==> src/rtl/cam_match_scanner.sv <==
// cam_match_scanner
// Snapshots a CAM match vector on start and streams the address of every
// matching cell, lowest first, over a valid/ready handshake. One chunk of
// cells is examined per scan cycle. A done pulse marks normal completion,
// and match_count holds the number of addresses handed off.
module cam_match_scanner #(
    parameter  int CELL_QUANT = 512,
    parameter  int CHUNK      = 32,
    localparam int ADDR_W     = $clog2(CELL_QUANT + 1),
    localparam int NCHUNK     = CELL_QUANT / CHUNK
) (
    input  logic                  CLK100MHZ,
    input  logic                  rst_n,
    input  logic                  start,
    input  logic                  abort,
    input  logic [CELL_QUANT-1:0] tags,
    output logic                  busy,
    output logic                  m_valid,
    input  logic                  m_ready,
    output logic [ADDR_W-1:0]     m_addr,
    output logic                  done,
    output logic [ADDR_W:0]       match_count
);

    localparam int IDX_W = (NCHUNK > 1) ? $clog2(NCHUNK) : 1;
    localparam int P_W   = (CHUNK > 1) ? $clog2(CHUNK) : 1;

    typedef enum logic [1:0] {
        IDLE = 2'd0,
        SCAN = 2'd1,
        EMIT = 2'd2
    } state_t;

    state_t                  state_q;
    logic [CELL_QUANT-1:0]   shadow_q;
    logic [IDX_W-1:0]        idx_q;
    logic                    m_valid_q;
    logic [ADDR_W-1:0]       m_addr_q;
    logic                    done_q;
    logic [ADDR_W:0]         match_count_q;

    // Shadow register viewed as an array of chunks for the per-cycle scan.
    logic [CHUNK-1:0]        chunk_w [NCHUNK];
    logic [CHUNK-1:0]        cur_chunk;
    logic                    hit_any;
    logic [P_W-1:0]          hit_p;
    logic [ADDR_W-1:0]       hit_addr;
    logic [CELL_QUANT-1:0]   clr_mask;

    for (genvar gi = 0; gi < NCHUNK; gi++) begin : g_chunk
        assign chunk_w[gi] = shadow_q[gi*CHUNK +: CHUNK];
    end

    assign cur_chunk = chunk_w[idx_q];
    assign hit_any   = |cur_chunk;

    // Priority encoder: index of the lowest set bit in the current chunk.
    always_comb begin
        hit_p = '0;
        for (int i = CHUNK - 1; i >= 0; i--) begin
            if (cur_chunk[i]) begin
                hit_p = P_W'(i);
            end
        end
    end

    assign hit_addr = ADDR_W'(idx_q) * ADDR_W'(CHUNK) + ADDR_W'(hit_p);
    // One-hot mask used to retire the emitted cell from the shadow copy.
    assign clr_mask = {{(CELL_QUANT-1){1'b0}}, 1'b1} << hit_addr;

    // Scan FSM with registered handshake, done and count outputs.
    always_ff @(posedge CLK100MHZ or negedge rst_n) begin
        if (!rst_n) begin
            state_q       <= IDLE;
            shadow_q      <= '0;
            idx_q         <= '0;
            m_valid_q     <= 1'b0;
            m_addr_q      <= '0;
            done_q        <= 1'b0;
            match_count_q <= '0;
        end else begin
            done_q <= 1'b0;
            case (state_q)
                IDLE: begin
                    if (start) begin
                        shadow_q      <= tags;
                        idx_q         <= '0;
                        match_count_q <= '0;
                        state_q       <= SCAN;
                    end
                end
                SCAN: begin
                    if (abort) begin
                        state_q   <= IDLE;
                        m_valid_q <= 1'b0;
                    end else if (hit_any) begin
                        // idx stays put so the remainder of this chunk is rescanned.
                        m_addr_q  <= hit_addr;
                        m_valid_q <= 1'b1;
                        shadow_q  <= shadow_q & ~clr_mask;
                        state_q   <= EMIT;
                    end else if (idx_q == IDX_W'(NCHUNK - 1)) begin
                        state_q <= IDLE;
                        done_q  <= 1'b1;
                    end else begin
                        idx_q <= idx_q + 1'b1;
                    end
                end
                EMIT: begin
                    if (m_valid_q && m_ready) begin
                        m_valid_q     <= 1'b0;
                        match_count_q <= match_count_q + 1'b1;
                        state_q       <= SCAN;
                    end
                    // A coincident handshake above is still counted.
                    if (abort) begin
                        m_valid_q <= 1'b0;
                        state_q   <= IDLE;
                    end
                end
                default: begin
                    state_q <= IDLE;
                end
            endcase
        end
    end

    assign busy        = (state_q != IDLE);
    assign m_valid     = m_valid_q;
    assign m_addr      = m_addr_q;
    assign done        = done_q;
    assign match_count = match_count_q;

endmodule

==> config.mk <==
export PLATFORM = sky130hd
export DESIGN_NAME = cam_match_scanner
export DESIGN_NICKNAME = d
export VERILOG_FILES = /design/src/rtl/cam_match_scanner.sv
export SDC_FILE = /design/constraint.sdc
export NUM_CORES = 2
export LEC_CHECK = 0
export BUFFER_PORTS_ARGS = -buffer_cell sky130_fd_sc_hd__buf_2
export CELL_PAD_IN_SITES_DETAIL_PLACEMENT = 0
export CELL_PAD_IN_SITES_GLOBAL_PLACEMENT = 1
export CORE_AREA = 4 4 352 354
export CTS_CLUSTER_DIAMETER = 150
export DETAILED_ROUTE_END_ITERATION = 10
export DIE_AREA = 0 0 356 358
export PLACE_DENSITY_LB_ADDON = 0.1
export SLEW_MARGIN = 10
export SYNTH_ARGS = -nofsm -noshare
export SYNTH_HDL_FRONTEND = slang
export SYNTH_SLANG_ARGS = --single-unit
==> constraint.sdc <==
create_clock -name CLK100MHZ -period 5.35 [get_ports CLK100MHZ]
set_input_delay 1.07 -clock CLK100MHZ [delete_from_list [all_inputs] [get_ports CLK100MHZ]]
set_output_delay 1.07 -clock CLK100MHZ [all_outputs]
set_load 0.01 [all_outputs]
Word level (Yosys, flattened, before mapping). Cells that the tools add are included.

Register bits after elaboration: 541. Logic and storage cells: 104.

Reduce and logical (&&, ||, !) cells: 13. Equal/unequal tests: 12. Add/subtract/negate cells: 3. Multiplexer cells: 63. $lt $le $gt $ge: 1. Shift operators: 1. Bitwise logic cells: 4.

Operator list (count): 512-bit two-way mux (3); 512-bit case mux with 2 select lines (1); 512-bit bitwise AND (1); 512-bit inverter (1); 1-bit by 10-bit << shifter with 512-bit output, first input constant (1); 5-bit two-way mux (32); 32-bit binary-select mux with 4-bit select (1); 32-bit two-way mux (2); 32-bit OR reduction (1); 11-bit two-way mux (2); 11-bit case mux with 2 select lines (1); 4-bit two-way mux (4); 2-bit two-way mux (6); 2-bit inequality test, second input constant (6); 3-bit AND reduction (4); 11-bit by 1-bit adder with 11-bit output, second input constant (1); 9-bit by 5-bit adder with 10-bit output (1); 1-bit two-way mux (8); 4-bit case mux with 2 select lines (1); 2-bit nonzero test (4); 3-bit inequality test, second input constant (2); 2-bit case mux with 3 select lines (1); 5-bit >= comparator, second input constant (1); 4-bit inverter with 5-bit output (1); other kinds (11) (11).

Logic depth before layout (Yosys ltp).
Word-level depth: 43. Gate-level depth with buffers: 22. Gate-level depth less buffers: 10.

Worst setup path before layout. Ideal clock, no wire load.

Path type: flip-flop to flip-flop. From: register idx_q[0]. To: register shadow_q[281]. Path buffers: 5. Path slack: 1.284 ns. Arrival: 3.933 ns. Cell stages (with the launch flop): 15. Library setup time: 0.133 ns. Period minus slack after synthesis: 4.066 ns. Cells stage by stage: dfrtp_1 buf_6 buf_6 buf_2 mux4_2 mux2i_1 nand3_1 a2bb2o_1 or4_1 buf_2 nor3_2 o21ai_1 buf_2 o311ai_0 nand2_1.

Cells in the longest elaborated chain, start to end: 43. Elaborated cells on any way between the ends: 46. Those cells by class: add/sub: 1; eq/ne: 1; shift: 1; mux: 38; bitwise: 3; reduce/logical: 2.

RTL lines: start: declaration (RTL line 36) `logic [IDX_W-1:0] idx_q;`; start signal: assignment (RTL line 106) `idx_q <= idx_q + 1'b1;`; 4-bit inverter with 5-bit output (implied by the code) (RTL line 54) `assign cur_chunk = chunk_w[idx_q];`; 32-bit binary-select mux with 4-bit select (RTL line 54); 32-bit two-way mux (implied by the code) (2 in a row) (RTL line 54); 5-bit two-way mux (32 in a row) (RTL line 61) `if (cur_chunk[i]) begin`; 9-bit by 5-bit adder with 10-bit output (RTL line 67) `assign hit_addr = ADDR_W'(idx_q) * ADDR_W'(CHUNK) + ADDR_W'(hit_p);`; 1-bit by 10-bit << shifter with 512-bit output (RTL line 69) `assign clr_mask = {{(CELL_QUANT-1){1'b0}}, 1'b1} << hit_addr;`; 512-bit inverter (RTL line 100) `shadow_q <= shadow_q & ~clr_mask;`; 512-bit bitwise AND (RTL line 100); 512-bit two-way mux (RTL line 96) `end else if (hit_any) begin`; 512-bit two-way mux (RTL line 93) `if (abort) begin`; 512-bit case mux with 2 select lines (RTL line 83) `case (state_q)`; end signal: assignment (RTL line 86) `shadow_q <= tags;`; end signal: assignment (RTL line 100); end: declaration (RTL line 35) `logic [CELL_QUANT-1:0] shadow_q;`.

Several ways; a longest one is shown, not always the timed one. The select of a mux whose other input is x is not followed. A chain may end at the register's enable or synchronous reset.

Worst setup path after layout.
From: register idx_q[2]. To: register shadow_q[243].

The elaborated chain is that of the path after synthesis.

==> impl_results.md <==
* Sequential cell area at around 14,000 sq um
* Post-synthesis area per instance at 10.2 sq um
* Worst reg2reg path startpoint: idx_q[2]
* Detailed-route via count at 27,986
* Setup total negative slack at 0 ps
* Starting density of the core at 24.8%
* Portion of the post-synthesis area used by sequential elements at 45.0%
* Residual DRC at 0
* Post-place setup slack at 63.6 ps
* Total power consumption of the routed design at 19.7 mW
* Most used cell along the critical path: sky130_fd_sc_hd__buf_12
* Outcome: complete, no violations
* Power per cell area at 530 nW/um^2
* Post-route standard cell area excluding fillers at 37,200 sq um
* Clock net sink count at 540
* Count of cell types in the netlist at 100
* Fraction of the cycle the final worst path needs at between 90% and 100%
* Total detailed-routing wirelength at 164,000 microns
* Cell family with the largest share of critical-path delay: simple AND/OR/NAND/NOR gates
* Total of warnings raised by yosys at 0
* Wire length of the first global-routing pass at 226,000 microns
* DIE WIDTH at 356 microns
* FF+latch count, synth at 540
* Clock-pin slew on the worst setup and hold paths at approximately 60 ps
* Half-perimeter wire length after detailed placement at 118,000 microns
* Via count of the first global-routing pass at around 29,000
* Leftover overflow at the end of global routing at 0
* CTS buffer count at 70
* Req. time, crit path at approximately 6000 ps
* Num ports at 541
* Worst-Margin Slew at 1350 ps
* Startpoint of the most critical setup path: idx_q[2]
* Overall fraction of global-route tracks in use at roughly 25%
* Final critical-path setup slack at between 70 and 80 ps
* Buffers on Ports at 539
* Top FF cell, synth: sky130_fd_sc_hd__dfrtp_1
* Clock tree from TritonCTS: yes
* Insertion delay to the later sink of the worst-skew pair at 640 ps
* Final net count at 3,928
* Vertical extent of the die at roughly 360 microns
* Util after Layout at between 30 and 40%
* Number of placement rows at 128
* CTS H-Tree Depth at 3
* Post-Syn Area at 30,100 sq um
* Post-synthesis net count at between 3,000 and 4,000
* Core region area at 121,000 sq um
* Largest vdd supply drop at just over 0.3 mV
* Routability-driven placement congestion ratio at 0.862
* Detailed Routing Iterations Pass 1 at 5
* Final setup fails at 0
* Max-capacitance violation count at 0
* Number of antenna violations at the first check in global routing at 7
* Vias per inst at 5.50
* Clock tree buffer depth at 3
* Area growth, synth to finish at 23.8%
* Maximum achievable frequency at ~190 MHz
* Critical path's slowest cell: sky130_fd_sc_hd__dfrtp_4
* Cell Area, Placed at 34,800 sq um
* Layout cell share with drive strength beyond 1 at 28.2%
* Worst relative slew slack at 9.93%
* Critical Path Max Stage Delay at 780 ps
* Area enclosed by the die boundary at 127,000 sq um
* Crit-path cells: buf_12 -> and2_1 -> a22oi_1 -> a211oi_2 -> a2bb2o_1 -> or4_1 -> o41ai_4 -> buf_12 -> or2_2 -> buf_4 -> o311ai_0 -> nand2_1
* Number of filler cells placed in the layout at 12,701
* Final antenna-violating net count at 0
* Total area of multi-input combinational cells at 15,100 sq um
* Critical path start-end classification: reg2reg
* Number of buffers inserted by hold repair at cts at 0
* Maximum number of pins on one net before global-route repair at between 200 and 250
* Type of element launching the critical path: flop
* Largest fanout of any net on the critical path at 72
* Worst min-delay path category: in2async
* Number of standard cells after synthesis at 2,947
* Number of flops mapped to enable cells by yosys at 0
* CTS Root Buffer Type: sky130_fd_sc_hd__clkbuf_16
* Leak pwr at 16.1 nW
* Capturing element type of the critical path: flop
* Min Tclk post-route at 5280 ps
* Routed length per placed instance at 32.1 microns
* Post-synth ARST share at 100%
* WP buf/inv at 3
* Maximum clock skew at final layout at 30.3 ps
* Final number of hold-violating endpoints at 0
* Number of max-slew violations in the final report at 0
* First-iteration detailed-routing DRC count at roughly 2,700
* Arrival time worst endpoint at just under 6000 ps
==> power by group <==
part	internal, mW	leakage [nW]	total (mW)	switching (mW)
Sequential	5.41	6.52	6.44	1.03
Combinational	3.02	8.42	8.38	5.35
Clock	2.92	1.17	4.89	1.97
==> registers in the layout, indices dropped and copies added (netlist names) <==
name / cells
shadow_q: 512
match_count: 11
m_valid: 1
state_q: 2
m_addr: 9
done: 1
idx_q: 4
==> worst register-to-register path: stages, from the launching register on <==
cell,delay (ps)
sky130_fd_sc_hd__dfrtp_4,780
sky130_fd_sc_hd__buf_12,260
sky130_fd_sc_hd__and2_1,600
sky130_fd_sc_hd__a22oi_1,350
sky130_fd_sc_hd__a211oi_2,410
sky130_fd_sc_hd__a2bb2o_1,360
sky130_fd_sc_hd__or4_1,670
sky130_fd_sc_hd__o41ai_4,460
sky130_fd_sc_hd__buf_12,380
sky130_fd_sc_hd__or2_2,390
sky130_fd_sc_hd__buf_4,230
sky130_fd_sc_hd__o311ai_0,130
sky130_fd_sc_hd__nand2_1,150
==> cells in the final DEF (no fill, tap or decap), drive strengths merged, types with 14 or more instances in the layout <==
| cell | count |
|---|---|
| a31oi | 66 |
| nand2 | 646 |
| nor2 | 105 |
| clkinv | 14 |
| mux4 | 93 |
| mux2 | 25 |
| dfrtp | 540 |
| a22oi | 135 |
| nor4 | 26 |
| clkbuf | 102 |
| mux2i | 239 |
| o311ai | 318 |
| nor3 | 28 |
| o211ai | 25 |
| nand3 | 15 |
| o21ai | 48 |
| buf | 690 |
| a21oi | 127 |
==> final timing paths <==
| kind | slack (ps) | cells after the start | to |
|---|---|---|---|
| max in group asynchronous | 3480 | 2 | shadow_q[412] |
| hold / removal | 470 | 1 | shadow_q[26] |
| setup reg to reg | 70 | 12 | shadow_q[243] |
| setup / recovery | 70 | 12 | shadow_q[243] |
| min in group CLK100MHZ | 500 | 1 | m_addr[6] |
| hold reg to reg | 500 | 1 | m_addr[6] |
==> metrics by stage <==
stage	hold WS, ps	cells
2_1_floorplan	478	2947
3_3_place_gp	496	4961
3_5_place_dp	490	4961
4_1_cts	504	5084
5_1_grt	510	5085
6_report	473	5089
==> synthesized netlist by cell type (13+ instances only) <==
cell type	number	area, sq um
sky130_fd_sc_hd__nor3_1	26	130
sky130_fd_sc_hd__nand2_1	645	2420
sky130_fd_sc_hd__nor2_1	104	390
sky130_fd_sc_hd__buf_2	54	270
sky130_fd_sc_hd__mux2i_1	239	2390
sky130_fd_sc_hd__clkbuf_1	197	739
sky130_fd_sc_hd__o311ai_1	30	263
sky130_fd_sc_hd__o311ai_0	288	2520
sky130_fd_sc_hd__o21ai_0	43	215
sky130_fd_sc_hd__o2bb2ai_1	13	114
sky130_fd_sc_hd__mux4_2	84	1890
sky130_fd_sc_hd__nand3_1	14	70.1
sky130_fd_sc_hd__mux2_2	23	259
sky130_fd_sc_hd__a21oi_1	117	586
sky130_fd_sc_hd__dfrtp_1	540	13500
sky130_fd_sc_hd__a31oi_1	65	407
sky130_fd_sc_hd__nor4_1	25	156
sky130_fd_sc_hd__buf_4	15	113
sky130_fd_sc_hd__o211ai_1	25	188
sky130_fd_sc_hd__a22oi_1	135	1010
==> per-layer routing <==
| layer | GRT usage (%) | vias up | wire, microns |
|---|---|---|---|
| met4 | 6.72 | 0 | 4360 |
| met3 | 3.90 | 169 | 9650 |
| met2 | 41.3 | 1160 | 78300 |
| li1 | - | 12166 | - |
| met5 | 0 | - | 0 |
| met1 | 33.4 | 14491 | 71200 |
==> timing repair <==
action,CTS,global route
resized for setup,0,1
buffers inserted,0,1
hold endpoints to repair,0,0
setup endpoints to repair,0,107
==> cell type report <==
| class | count | area share, % |
|---|---|---|
| multi-input cells | 2097 | 40.5 |
| flip-flops and latches | 540 | 36.3 |
| repair buffers | 690 | 11.3 |
| clock buffers | 102 | 5.77 |
| well taps | 1625 | 5.46 |
| clock inverters | 21 | 0.552 |
| inverters | 10 | 0.101 |
| diodes | 4 | 0.0269 |
==> logic make-up after synthesis <==
logic type               count (synthesis)  synth area share, %
AO/OA/AOI/OAI                          818                 20.7
multiplexers                           357                 16.0
AND/OR/NAND/NOR                        911                 12.8
XOR/XNOR                                 8                0.233
flip-flops                             540                 45.0
other                                    1               0.0125
adder cells (fa/ha/maj)                  2               0.0833
buffers and inverters                  310                 5.15
No activity file was read; power rests on OpenSTA's default activity.
